--- src/rtl/led_chain_driver.sv ---
// Serial driver for a daisy-chain of SIPO latch registers behind the front-panel LEDs.
// Double-buffered frame input, periodic refresh of the held frame, PWM on output enable.
module led_chain_driver #(
   parameter int CHAIN_BITS     = 72,
   parameter int SCLK_DIV_LOG2  = 4,
   parameter int LOAD_CYCLES    = 16,
   parameter int REFRESH_CYCLES = 131072,
   parameter int MSB_FIRST      = 0,
   parameter int BRIGHT_W       = 8
) (
   input  logic                  clk,
   input  logic                  rst_n,
   input  logic [CHAIN_BITS-1:0] frame_data,
   input  logic                  frame_valid,
   output logic                  frame_ready,
   input  logic [BRIGHT_W-1:0]   brightness,
   output logic                  sclk,
   output logic                  sdata,
   output logic                  sload,
   output logic                  sclr_n,
   output logic                  oe_n,
   output logic                  frame_done
);

   localparam int BIT_W = (CHAIN_BITS > 1) ? $clog2(CHAIN_BITS) : 1;
   localparam int PH_W  = SCLK_DIV_LOG2 + 1;
   localparam int LD_W  = $clog2(LOAD_CYCLES + 1);
   localparam int RF_W  = (REFRESH_CYCLES > 1) ? $clog2(REFRESH_CYCLES) : 1;

   localparam logic [BIT_W-1:0]    LAST_BIT = BIT_W'(CHAIN_BITS - 1);
   localparam logic [PH_W-1:0]     LAST_PH  = {PH_W{1'b1}};
   localparam logic [LD_W-1:0]     LAST_LD  = LD_W'(LOAD_CYCLES - 1);
   localparam logic [RF_W-1:0]     LAST_RF  = RF_W'(REFRESH_CYCLES - 1);
   localparam logic [BIT_W-1:0]    ONE_BIT  = BIT_W'(1);
   localparam logic [PH_W-1:0]     ONE_PH   = PH_W'(1);
   localparam logic [LD_W-1:0]     ONE_LD   = LD_W'(1);
   localparam logic [RF_W-1:0]     ONE_RF   = RF_W'(1);
   localparam logic [BRIGHT_W-1:0] ONE_PWM  = BRIGHT_W'(1);

   typedef enum logic [2:0] {
      ST_CLEAR = 3'd0,
      ST_IDLE  = 3'd1,
      ST_SHIFT = 3'd2,
      ST_LATCH = 3'd3,
      ST_HOLD  = 3'd4
   } state_t;

   state_t                state_r, state_s;
   logic                  clr_cnt_r, clr_cnt_s;
   logic [BIT_W-1:0]      bit_idx_r, bit_idx_s;
   logic [PH_W-1:0]       phase_r, phase_s;
   logic [LD_W-1:0]       load_cnt_r, load_cnt_s;
   logic [RF_W-1:0]       refresh_r, refresh_s;
   logic [CHAIN_BITS-1:0] shift_r, shift_s;
   logic [CHAIN_BITS-1:0] pending_r, pending_s;
   logic                  pending_full_r, pending_full_s;
   logic [BRIGHT_W-1:0]   pwm_r, pwm_s;
   logic                  consume_s;
   logic                  accept_s;
   logic [BIT_W-1:0]      bit_pos_s;
   logic [RF_W-1:0]       refresh_inc_s;

   logic sclk_r, sdata_r, sload_r, sclr_n_r, oe_n_r, frame_done_r, frame_ready_r;
   logic sclk_s, sdata_s, sload_s, sclr_n_s, oe_n_s, frame_done_s, frame_ready_s;

   assign frame_ready = frame_ready_r;
   assign sclk        = sclk_r;
   assign sdata       = sdata_r;
   assign sload       = sload_r;
   assign sclr_n      = sclr_n_r;
   assign oe_n        = oe_n_r;
   assign frame_done  = frame_done_r;

   // Next-state sequencing, buffer handoff and the registered-output values derived from it.
   always_comb begin
      state_s        = state_r;
      clr_cnt_s      = clr_cnt_r;
      bit_idx_s      = bit_idx_r;
      phase_s        = phase_r;
      load_cnt_s     = load_cnt_r;
      refresh_s      = refresh_r;
      shift_s        = shift_r;
      pending_s      = pending_r;
      pending_full_s = pending_full_r;
      consume_s      = 1'b0;
      accept_s       = frame_valid & frame_ready_r;
      refresh_inc_s  = (refresh_r == LAST_RF) ? refresh_r : (refresh_r + ONE_RF);

      case (state_r)
         ST_CLEAR: begin
            if (clr_cnt_r) begin
               state_s   = ST_IDLE;
               clr_cnt_s = 1'b0;
            end else begin
               clr_cnt_s = 1'b1;
            end
         end
         ST_IDLE: begin
            if (pending_full_r) begin
               consume_s = 1'b1;
               state_s   = ST_SHIFT;
               refresh_s = '0;
               bit_idx_s = '0;
               phase_s   = '0;
            end else begin
               state_s = ST_IDLE;
            end
         end
         ST_SHIFT: begin
            refresh_s = refresh_inc_s;
            if (phase_r == LAST_PH) begin
               phase_s = '0;
               if (bit_idx_r == LAST_BIT) begin
                  state_s    = ST_LATCH;
                  bit_idx_s  = '0;
                  load_cnt_s = '0;
               end else begin
                  bit_idx_s = bit_idx_r + ONE_BIT;
               end
            end else begin
               phase_s = phase_r + ONE_PH;
            end
         end
         ST_LATCH: begin
            refresh_s = refresh_inc_s;
            if (load_cnt_r == LAST_LD) begin
               state_s    = ST_HOLD;
               load_cnt_s = '0;
            end else begin
               load_cnt_s = load_cnt_r + ONE_LD;
            end
         end
         ST_HOLD: begin
            // Frame period ends here; a waiting frame replaces the retained one.
            if (refresh_r == LAST_RF) begin
               state_s   = ST_SHIFT;
               consume_s = pending_full_r;
               refresh_s = '0;
               bit_idx_s = '0;
               phase_s   = '0;
            end else begin
               refresh_s = refresh_inc_s;
            end
         end
         default: begin
            state_s   = ST_CLEAR;
            clr_cnt_s = 1'b0;
         end
      endcase

      if (accept_s) begin
         pending_s      = frame_data;
         pending_full_s = 1'b1;
      end else if (consume_s) begin
         shift_s        = pending_r;
         pending_full_s = 1'b0;
      end else begin
         pending_full_s = pending_full_r;
      end

      bit_pos_s     = (MSB_FIRST != 0) ? (LAST_BIT - bit_idx_s) : bit_idx_s;
      pwm_s         = pwm_r + ONE_PWM;
      sclk_s        = (state_s == ST_SHIFT) & phase_s[PH_W-1];
      sdata_s       = (state_s == ST_SHIFT) ? shift_s[bit_pos_s] : 1'b0;
      sload_s       = (state_s == ST_LATCH);
      frame_done_s  = (state_s == ST_LATCH) & (load_cnt_s == LAST_LD);
      sclr_n_s      = (state_s != ST_CLEAR);
      frame_ready_s = (state_s != ST_CLEAR) & ~pending_full_s;
      oe_n_s        = ((state_s == ST_CLEAR) || (state_s == ST_IDLE)) ? 1'b1 : ~(pwm_s < brightness);
   end

   // State, counters, buffers and all outputs; reset aborts any frame in progress.
   always_ff @(posedge clk or negedge rst_n) begin
      if (!rst_n) begin
         state_r        <= ST_CLEAR;
         clr_cnt_r      <= 1'b0;
         bit_idx_r      <= '0;
         phase_r        <= '0;
         load_cnt_r     <= '0;
         refresh_r      <= '0;
         shift_r        <= '0;
         pending_r      <= '0;
         pending_full_r <= 1'b0;
         pwm_r          <= '0;
         sclk_r         <= 1'b0;
         sdata_r        <= 1'b0;
         sload_r        <= 1'b0;
         sclr_n_r       <= 1'b0;
         oe_n_r         <= 1'b1;
         frame_done_r   <= 1'b0;
         frame_ready_r  <= 1'b0;
      end else begin
         state_r        <= state_s;
         clr_cnt_r      <= clr_cnt_s;
         bit_idx_r      <= bit_idx_s;
         phase_r        <= phase_s;
         load_cnt_r     <= load_cnt_s;
         refresh_r      <= refresh_s;
         shift_r        <= shift_s;
         pending_r      <= pending_s;
         pending_full_r <= pending_full_s;
         pwm_r          <= pwm_s;
         sclk_r         <= sclk_s;
         sdata_r        <= sdata_s;
         sload_r        <= sload_s;
         sclr_n_r       <= sclr_n_s;
         oe_n_r         <= oe_n_s;
         frame_done_r   <= frame_done_s;
         frame_ready_r  <= frame_ready_s;
      end
   end

endmodule

--- config.mk ---
export PLATFORM = sky130hd
export DESIGN_NAME = led_chain_driver
export DESIGN_NICKNAME = d
export VERILOG_FILES = /design/src/rtl/led_chain_driver.sv
export SDC_FILE = /design/constraint.sdc
export NUM_CORES = 1
export LEC_CHECK = 0
export ABC_AREA = 1
export CAP_MARGIN = 20
export CORE_AREA = 2 2 178 180
export CTS_CLUSTER_DIAMETER = 50
export CTS_CLUSTER_SIZE = 12
export DETAILED_ROUTE_END_ITERATION = 8
export DIE_AREA = 0 0 180 182
export PLACE_DENSITY = 0.52
export SLEW_MARGIN = 25
export SYNTH_ARGS = -nofsm -noshare
export SYNTH_HDL_FRONTEND = slang
export SYNTH_SLANG_ARGS = --single-unit
--- constraint.sdc ---
create_clock -name clk -period 3.3 [get_ports clk]
set_input_delay 0.66 -clock clk [delete_from_list [all_inputs] [get_ports clk]]
set_output_delay 0.66 -clock clk [all_outputs]
set_load 0.01 [all_outputs]
* After elaboration in Yosys (flattened, before gate mapping)
Cells that the tools add are included.
** Word-level totals
- Flip-flop bits (word level) :: 198
- Bits of input ports :: 83
- Output and inout port bits :: 7
- Logic and storage cells :: 92
** Cells by class
- Add/sub/neg operators :: 5
- Order comparisons :: 2
- Equality and inequality tests :: 14
- Multiplexer cells :: 37
- Bitwise operators :: 6
- Reduce and logical (&&, ||, !) cells :: 10
** Operators by type and width (number)
- $mux W72 :: 2
- $mux W17 :: 3
- $pmux W17 S3 :: 1
- $mux W5 :: 6
- $mux W7 :: 4
- $pmux W7 S3 :: 1
- $add A17 B1 Y17 const B :: 1
- $eq A17 B17 Y1 const B :: 1
- $mux W3 :: 5
- $pmux W3 S5 :: 1
- $pmux W5 S3 :: 1
- $eq A3 B2 Y1 const B :: 4
- $add A5 B1 Y5 const B :: 2
- $eq A5 B4 Y1 const B :: 2
- $pmux W5 S2 :: 1
- $reduce_bool A3 Y1 :: 3
- $add A8 B1 Y8 const B :: 1
- $lt A7 B8 Y1 const B :: 1
- $lt A8 B8 Y1 :: 1
- $mux W1 :: 8
- $add A7 B1 Y7 const B :: 1
- $bmux W1 S7 :: 1
- $eq A7 B7 Y1 const B :: 1
- $eq A3 B1 Y1 const B :: 2
- other kinds (13) :: 20

* Depth between registers and ports, before layout
Gate-level depths: netlist of the first run.
- Depth in word-level cells :: 8
- Mapped depth :: 27
- Gate-level depth less buffers :: 26

* Worst setup path after synthesis of the first run
OpenSTA, ideal clock, no wires.
- Kind :: register to register
- Start point :: reg refresh_r[0]
- End point :: reg sdata_r, in the netlist sdata
- Setup time :: 0.073 ns
- Arrival time :: 2.458 ns
- Data required time :: 3.227 ns
- Slack :: 0.769 ns
- Stages on the path, launching flop included :: 27
- Path buffers :: 2
- Clock period less this slack :: 2.531 ns
- Cells stage by stage :: dfrtp_1 ha_1 nand2_1 nor2_1 inv_1 nor2_1 nand4_1 inv_1 ha_1 nand2_1 inv_1 nand3_2 nand2_4 nand2_4 inv_2 buf_6 buf_6 nand2_1 nand2_1 nand2_1 nand3_1 nand3_1 nand3_1 nand3_1 nand3_1 nand2_1 a21oi_2
** Between the ends
- Cells in the longest elaborated chain, start to end :: 8
- Elaborated cells on any way between the ends :: 13
- Those cells by class :: eq/ne (2); mux (11)
** Ends and longest elaborated chain
- start, declared :: line 53 : logic [RF_W-1:0] refresh_r, refresh_s;
- start signal, assigned :: line 198 : refresh_r <= refresh_s;
- $eq A17 B17 Y1 :: line 135 : if (refresh_r == LAST_RF) begin
- $mux W1 :: line 135
- $pmux W1 S2 :: line 89 : case (state_r)
- $mux W72 :: line 154 : end else if (consume_s) begin
- $mux W72 :: line 151 : if (accept_s) begin
- net shift_s[55] :: line 54 : logic [CHAIN_BITS-1:0] shift_r, shift_s;
- $bmux W1 S7 :: line 164 : sdata_s = (state_s == ST_SHIFT) ? shift_s[bit_pos_s] : 1'b0;
- $mux W1 (implied by the code) :: line 164
- $mux W1 :: line 164
- net sdata_s :: line 64 : logic sclk_s, sdata_s, sload_s, sclr_n_s, oe_n_s, frame_done_s, frame_ready_s;
- end signal, assigned :: line 204 : sdata_r <= sdata_s;
- end, declared :: line 63 : logic sclk_r, sdata_r, sload_r, sclr_n_r, oe_n_r, frame_done_r, frame_ready_r;
The timed path passes the listed nets, and every way through them passes these cells. The select of a mux whose other input is x is not followed.
A chain may end at the register's enable or synchronous reset.

* Worst setup path after layout of the first run
- Start point :: reg refresh_r[0]
- End point :: reg sdata_r, in the netlist sdata
** Between the ends
- Cells in the longest elaborated chain, start to end :: 8
- Elaborated cells on any way between the ends :: 13
- Those cells by class :: eq/ne (2); mux (11)
** Ends and longest elaborated chain (line)
- $eq A17 B17 Y1 (*) :: 135
- $mux W1 :: 135
- $pmux W1 S2 :: 89
- $mux W72 :: 154
- $mux W72 :: 151
- $bmux W1 S7 :: 164
- $mux W1 (implied by the code) :: 164
- $mux W1 (*) :: 164
- net sdata_s :: 64
The timed path passes the listed nets; every way through them passes the cells marked *. The select of a mux whose other input is x is not followed.

==> out/results.tsv, run 1 <==
stage	metric	value	unit
logic_synthesis	syn nets	1077	
floorplan	core area	31000	um2
timing	Slew HR	0.567	
placed_design	hpwl dp	14800	um
critical_path	worst reg-to-reg setup slack	0.37	ns
timing	worst setup margin	0.366	ns
power	Tot Pwr	5.54	mW
route	drt pass-1 iters	5	
logic_synthesis	Synth Area in Simple Gates	0.240	
cells_and_area	Area growth syn-to-layout	21.7	%
timing	crit path time final	2.93	ns
cells_and_area	layout cell share with drive strength beyond 1	0.147	
logic_synthesis	fraction of synthesized area in multiplexers	0.0885	
cts	worst-case clock buffer depth	2	
logic_synthesis	Post-synth EDFFs	0	
logic_synthesis	post-synth top area cell	dfrtp_1	
global_route	first-pass GRT wire length	36200	um
cts	Clock transition at path regs	0.08	ns
timing	unrepaired setup endpoints after global routing	no	
global_route	initial antenna violation count	0	
timing	maximum operating frequency	341	MHz
run_status	outcome	finished clean	
global_route	largest net degree at the start of global routing	107	
placed_design	placer's final routability congestion estimate	0.784	
timing	Final Hold Viols	0	
floorplan	I/O pins	90	
logic_synthesis	post-synth top area share	0.538	
critical_path	largest fanout on the critical path	10	
critical_path	CP arrival	3.30	ns
logic_synthesis	main combinational cell family by area after synthesis	simple AND/OR/NAND/NOR gates	
logic_synthesis	asr flop ratio synth	1.00	
cells_and_area	Finished Cell Area	11100	um2
placed_design	I/O Buffers	89	
logic_synthesis	part of the Yosys area used for sequential elements	0.541	
logic_synthesis	number of synthesized register bits	198	
logic_synthesis	Post-Syn Area	9160	um2
cts	# hold bufs at CTS	0	
global_route	gr usage total	0.137	
cts	total CTS buffers	17	
critical_path	r2r worst-path depth	23	
cts	Worst-Skew Late Latency	0.44	ns
cells_and_area	layout net count	1169	
route	total wire length	21500	um
logic_synthesis	yosys warns	0	
critical_path	RR Endpoint	sdata	
placed_design	Placed Instance Area	10500	um2
floorplan	site row count	65	
power	Leakage	5.28	nW
timing	period utilisation layout	0.889	
floorplan	Initial Util	0.296	
cts	Num Clock Sinks	198	
timing	worst hold slack	0.251	ns
floorplan	Die H	182	um
min_path	Hold WC Path Type	primary input to async pin	
floorplan	die area	32800	um2
flow_run	Max-Cap Viols	0	
cts	CTS tree	yes	
timing	setup TNS	0	ns
cells_and_area	antenna fix cells	0	
placed_design	setup slack at placement	0.199	ns
critical_path	R2R Path Start	refresh_r[0]	
logic_synthesis	syn avg cell area	9.37	um2
power	Peak VDD IR	0.000310	V
route	via count	6773	
route	DRC	0	
logic_synthesis	Post-Synthesis Cells	977	
cts	htree depth	4	
logic_synthesis	Cell variety after synth	44	
timing	Worst-Margin Slew	0.650	ns
power	Pwr Density	497	nW/um2
route	Via density	4.56	
timing	Final Setup Violations	0	
logic_synthesis	most common cell in the netlist	nand2_1	
cells_and_area	# fillers	3147	
critical_path	Worst EP required	3.67	ns
route	Avg WL per Cell	14.5	um
global_route	number of global-route vias before repair	6878	
logic_synthesis	Synth top cells by count	nand2_1 (314), dfrtp_1 (197), nand3_1 (113)	
route	Starting DRT DRC Count	446	
cts	Clock Root Buffer	clkbuf_16	
global_route	grt ovf	0	
logic_synthesis	post-synthesis compound-gate area fraction	0.0399	
logic_synthesis	Adder-Cell Fraction of Synth Area	0.0232	
critical_path	endpoint class of the critical path	flip-flop	
critical_path	Crit Path Class	flip-flop to flip-flop	
floorplan	Die Wd	180	um
logic_synthesis	Area contributors post-synth	dfrtp_1 (54%), nand2_1 (13%), mux2_2 (8.9%)	
timing	Clock Skew	0.0130	ns
timing	Final Slew Violations	0	
critical_path	Startpoint Class	flip-flop	
logic_synthesis	Post-synth top flop	dfrtp_1	
logic_synthesis	XOR/XNOR Fraction of Synth Area	0.0124	
route	Post-DRT Antenna Nets	0	
==> report_power, final <==
| part | internal (mW) | switching (mW) |
|---|---|---|
| clock | 1.05 | 1.02 |
| combinational | 0.340 | 0.164 |
| sequential | 2.75 | 0.222 |
==> area by class of cell <==
type	instances	area, um2	area share
Clock buffer	19	453	0.0406
Clock inverter	13	130	0.0117
Inverter	74	280	0.0251
Multi-Input combinational cell	668	3720	0.334
Sequential cell	198	4960	0.445
Tap cell	402	503	0.0451
Timing Repair Buffer	110	1100	0.0991
==> layout by cell type (no fill, tap or decap), types with 2 or more instances in the layout <==
cell type and instances:
nor3_1 16, mux2_2 72, nor2_4 3, inv_8 4, inv_6 4, dfrtp_1 197, o21ai_0 19, a211oi_1 2
inv_2 9, clkbuf_16 17, inv_1 64, a21boi_0 2, nor2_2 6, a31oi_1 3, nand3_1 113, a21oi_2 2
buf_12 3, nand4_1 8, nand2_4 3, nand2_1 313, clkinv_4 3, o22ai_1 3, buf_4 14, o211ai_1 3
nand3b_1 4, nor2_1 34, ha_1 16, xnor2_1 2, a21oi_1 15, xor2_1 11, o31ai_1 2, clkdlybuf4s50_1 88
clkbuf_8 3, buf_6 4
==> logic make-up after synthesis <==
logic type,Yosys count
multiplexers,72
AO/OA/AOI/OAI,59
flip-flops,198
XOR/XNOR,13
buffers and inverters,111
adder cells (fa/ha/maj),17
AND/OR/NAND/NOR,507
==> repair_timing <==
item | 4_1_cts | 5_1_grt
gates resized for setup | 0 | 9
setup endpoints to repair | 0 | 1
buffers inserted | 0 | 1
==> stage by stage <==
stage	std cells	util
after floorplan	977	-
after global routing	1484	0.360
final	1484	0.360
after global placement	1451	0.340
after CTS	1483	0.358
after detailed placement	1451	0.340
==> worst max path at each step <==
stage                            start    end  slack [ns]  cells after the start
after floorplan           refresh_r[0]  sdata        0.77                     26
after global placement    refresh_r[0]  sdata        0.21                     25
after detailed placement  refresh_r[0]  sdata        0.20                     25
after CTS                 refresh_r[1]  sdata        0.17                     25
after global routing      refresh_r[1]  sdata        0.02                     23
final                     refresh_r[0]  sdata        0.37                     23
==> sequential cells by signal, indices dropped and copies added (netlist names), 3 cells and up <==
register	count
bit_idx_r	7
load_cnt_r	5
pending_r	72
phase_r	5
pwm_r	8
refresh_r	17
shift_r	72
state_r	3
==> critical path: stages, from the launching register on <==
cell and delay [ns]:
dfrtp_1 0.38, ha_1 0.17, nand2_1 0.08, nor2_2 0.11, inv_1 0.07, nor2_2 0.09, nand4_1 0.12, inv_1 0.11
ha_2 0.25, nand3_1 0.14, nand4_1 0.11, nand2_1 0.12, inv_4 0.16, buf_4 0.20, nand2_1 0.06, nand3_1 0.09
nand3_1 0.09, nand3_1 0.09, nand2_1 0.08, nand2_1 0.07, nand2_1 0.05, inv_1 0.04, nand2_1 0.06, a21oi_2 0.11
==> layer usage <==
layer / vias to the layer above / track usage / share of wire
li1: 3392 / - / -
met1: 3259 / 0.190 / 0.49
met2: 101 / 0.217 / 0.46
met3: 21 / 0.0283 / 0.036
met4: 0 / 0.0393 / 0.013
met5: - / 0 / 0
(Power assumes the default switching activity.)
==> run 2: changes to the inputs <==
Settings changed: CTS_CLUSTER_DIAMETER 50 to 60, DONT_BUFFER_PORTS set to 1, PLACE_DENSITY 0.52 to 0.48.
==> run 2 against run 1 <==
  * The flow now finishes with violations (negative hold slack)
  * Power down 1.0%
  * Via count is 3.5% lower
  * Clock-buffer cell count increased by 3
  * Global-route usage is 0.28 points higher
  * Die area did not move
  * Critical path depth decreased by 4
  * Cell area down 7.4%
  * Critical path type unchanged
==> out/results.tsv, run 2 (synthesized netlist as in run 1, its figures left out) <==
stage	metric	value	unit
critical_path	endpoint class of the critical path	flip-flop	
power	Psw	1.26	mW
power	Clock Power Share	0.392	
flow_run	Max-Cap Viols	0	
critical_path	CP arrival	3.31	ns
route	DRC	0	
critical_path	Crit Path Class	flip-flop to flip-flop	
timing	worst hold slack	-0.0717	ns
cells_and_area	layout net count	1082	
global_route	first-pass GRT wire length	36500	um
critical_path	Worst EP required	3.66	ns
cells_and_area	commonest non-fill, non-tap cell in the layout	nand2_1	
global_route	gr usage total	0.140	
timing	Clock Skew	0.0103	ns
power	Seq pwr share	0.544	
power	switching share of power	0.230	
cells_and_area	biggest regs	pending_r: 72 flops, shift_r: 72 flops, refresh_r: 17 flops	
cells_and_area	# fillers	3205	
global_route	initial antenna violation count	0	
floorplan	core area	31000	um2
cts	CTS tree	yes	
cts	htree depth	4	
global_route	largest net degree at the start of global routing	199	
route	Post-DRT Antenna Nets	0	
cells_and_area	layout cell share with drive strength beyond 1	0.163	
cts	Num Clock Sinks	198	
floorplan	Die Wd	180	um
timing	Slew HR	0.563	
power	Int Power	4.22	mW
timing	Worst-Margin Slew	0.649	ns
placed_design	hpwl dp	14400	um
power	Peak VDD IR	0.000327	V
route	total wire length	21900	um
critical_path	largest fanout on the critical path	8	
cts	Worst-Skew Late Latency	0.43	ns
floorplan	I/O pins	90	
critical_path	r2r worst-path depth	19	
power	combinational share of power	0.063	
timing	period utilisation layout	0.895	
cts	Clock Root Buffer	clkbuf_16	
timing	crit path time final	2.95	ns
global_route	grt ovf	0	
global_route	number of global-route vias before repair	6595	
timing	setup TNS	0	ns
cells_and_area	Core Util, Final	0.333	
cells_and_area	most used cells in the layout excluding fill and tap cells	nand2_1 (310), dfrtp_1 (197), nand3_1 (112)	
min_path	Hold WC Path Type	primary input to async pin	
placed_design	I/O Buffers	0	
cts	Clock transition at path regs	0.07	ns
critical_path	RR Endpoint	refresh_r[10]	
critical_path	Startpoint Class	flip-flop	
floorplan	die area	32800	um2
route	drt pass-1 iters	4	
route	Starting DRT DRC Count	532	
cells_and_area	Area growth syn-to-layout	12.7	%
critical_path	R2R Path Start	refresh_r[1]	
cells_and_area	Seq. cell area	4960	um2
route	Via density	4.68	
power	Leakage	4.93	nW
timing	Final Slew Violations	0	
route	Avg WL per Cell	15.7	um
floorplan	Die H	182	um
power	Pwr Density	531	nW/um2
timing	Final Setup Violations	0	
run_status	violated checks	negative hold slack	
timing	Final Hold Viols	197	
placed_design	Placed Cells	1358	
critical_path	worst reg-to-reg setup slack	0.35	ns
cts	worst-case clock buffer depth	2	
cells_and_area	Non-Filler Instances	1397	
route	via count	6534	
timing	maximum operating frequency	339	MHz
floorplan	site row count	65	
cells_and_area	antenna fix cells	0	
placed_design	placer's final routability congestion estimate	0.798	
floorplan	Initial Util	0.296	
cts	total CTS buffers	17	
cells_and_area	Multi-input gate area	3730	um2
run_status	outcome	complete, but fails checks	
[run 2: changes by cell type in the layout (fill, tap and decap cells not counted), sizes merged]
cell,delta
clkdlybuf4s50,-88
inv,-8
buf,+2
clkbuf,+2
bufinv,+3
clkinv,-1
clkinvlp,+3
[run 2: final cells by class]
cell class	count	share of cell area
repair buffers	23	0.0244
well taps	402	0.0487
multi-input cells	668	0.361
flip-flops and latches	198	0.480
clock buffers	22	0.0440
clock inverters	10	0.0142
inverters	74	0.0278
[run 2: what timing repair did]
| item | 4_1_cts | 5_1_grt |
|---|---|---|
| endpoints found under the hold margin | 197 | 197 |
| buffers inserted | 0 | 7 |
| endpoints found under the setup margin | 0 | 4 |
| gates resized for setup | 0 | 23 |
[run 2: routing by layer]
metal	up-vias	GRT usage	part of all wire
met5	-	0	0
met4	0	0.0465	0.016
met3	22	0.0317	0.041
met2	132	0.214	0.46
met1	3179	0.195	0.49
li1	3201	-	-
[run 2: power by group through the flow]
stage | logic [mW] | registers [mW] | clock network, mW
after floorplan | 0.321 | 2.91 | 0
after global placement | 0.341 | 3.05 | 0
after detailed placement | 0.352 | 3.04 | 0
after CTS | 0.353 | 2.99 | 2.24
after global routing | 0.386 | 3.02 | 2.34
final | 0.347 | 2.99 | 2.15
[run 2: metrics by stage]
stage | setup slack [ns] | instance area [um2] | hold slack (ns) | power (mW)
floorplan | 0.769 | 9160 | 0.364 | 3.23
CTS | 0.184 | 10200 | -0.101 | 5.59
finish | 0.347 | 10300 | -0.0717 | 5.49
global route | -0.0144 | 10300 | -0.108 | 5.75
detailed placement | 0.213 | 9600 | 0.381 | 3.39
global placement | 0.242 | 9600 | 0.379 | 3.39
[run 2: worst max path at each step]
| stage | startpoint | endpoint | slack [ns] |
|---|---|---|---|
| floorplan | refresh_r[0] | sdata | 0.77 |
| global placement | refresh_r[0] | sdata | 0.24 |
| detailed placement | refresh_r[0] | sdata | 0.21 |
| CTS | refresh_r[0] | sdata | 0.18 |
| global route | refresh_r[1] | sdata | -0.01 |
| finish | refresh_r[1] | refresh_r[10] | 0.35 |
[run 2: critical path, cell delays in order, from the launching register on]
cell and delay (ns):
dfrtp_1 0.41, ha_2 0.20, nand2_1 0.08, nor2_2 0.05, inv_1 0.08, nor2_2 0.05, nand4_1 0.12, inv_2 0.05
ha_1 0.19, buf_4 0.16, nor2_2 0.25, nor2_8 0.11, nor2_2 0.20, inv_2 0.11, nor2_4 0.19, buf_4 0.23
nor2_2 0.10, inv_1 0.09, o21ai_0 0.08, a21oi_1 0.12
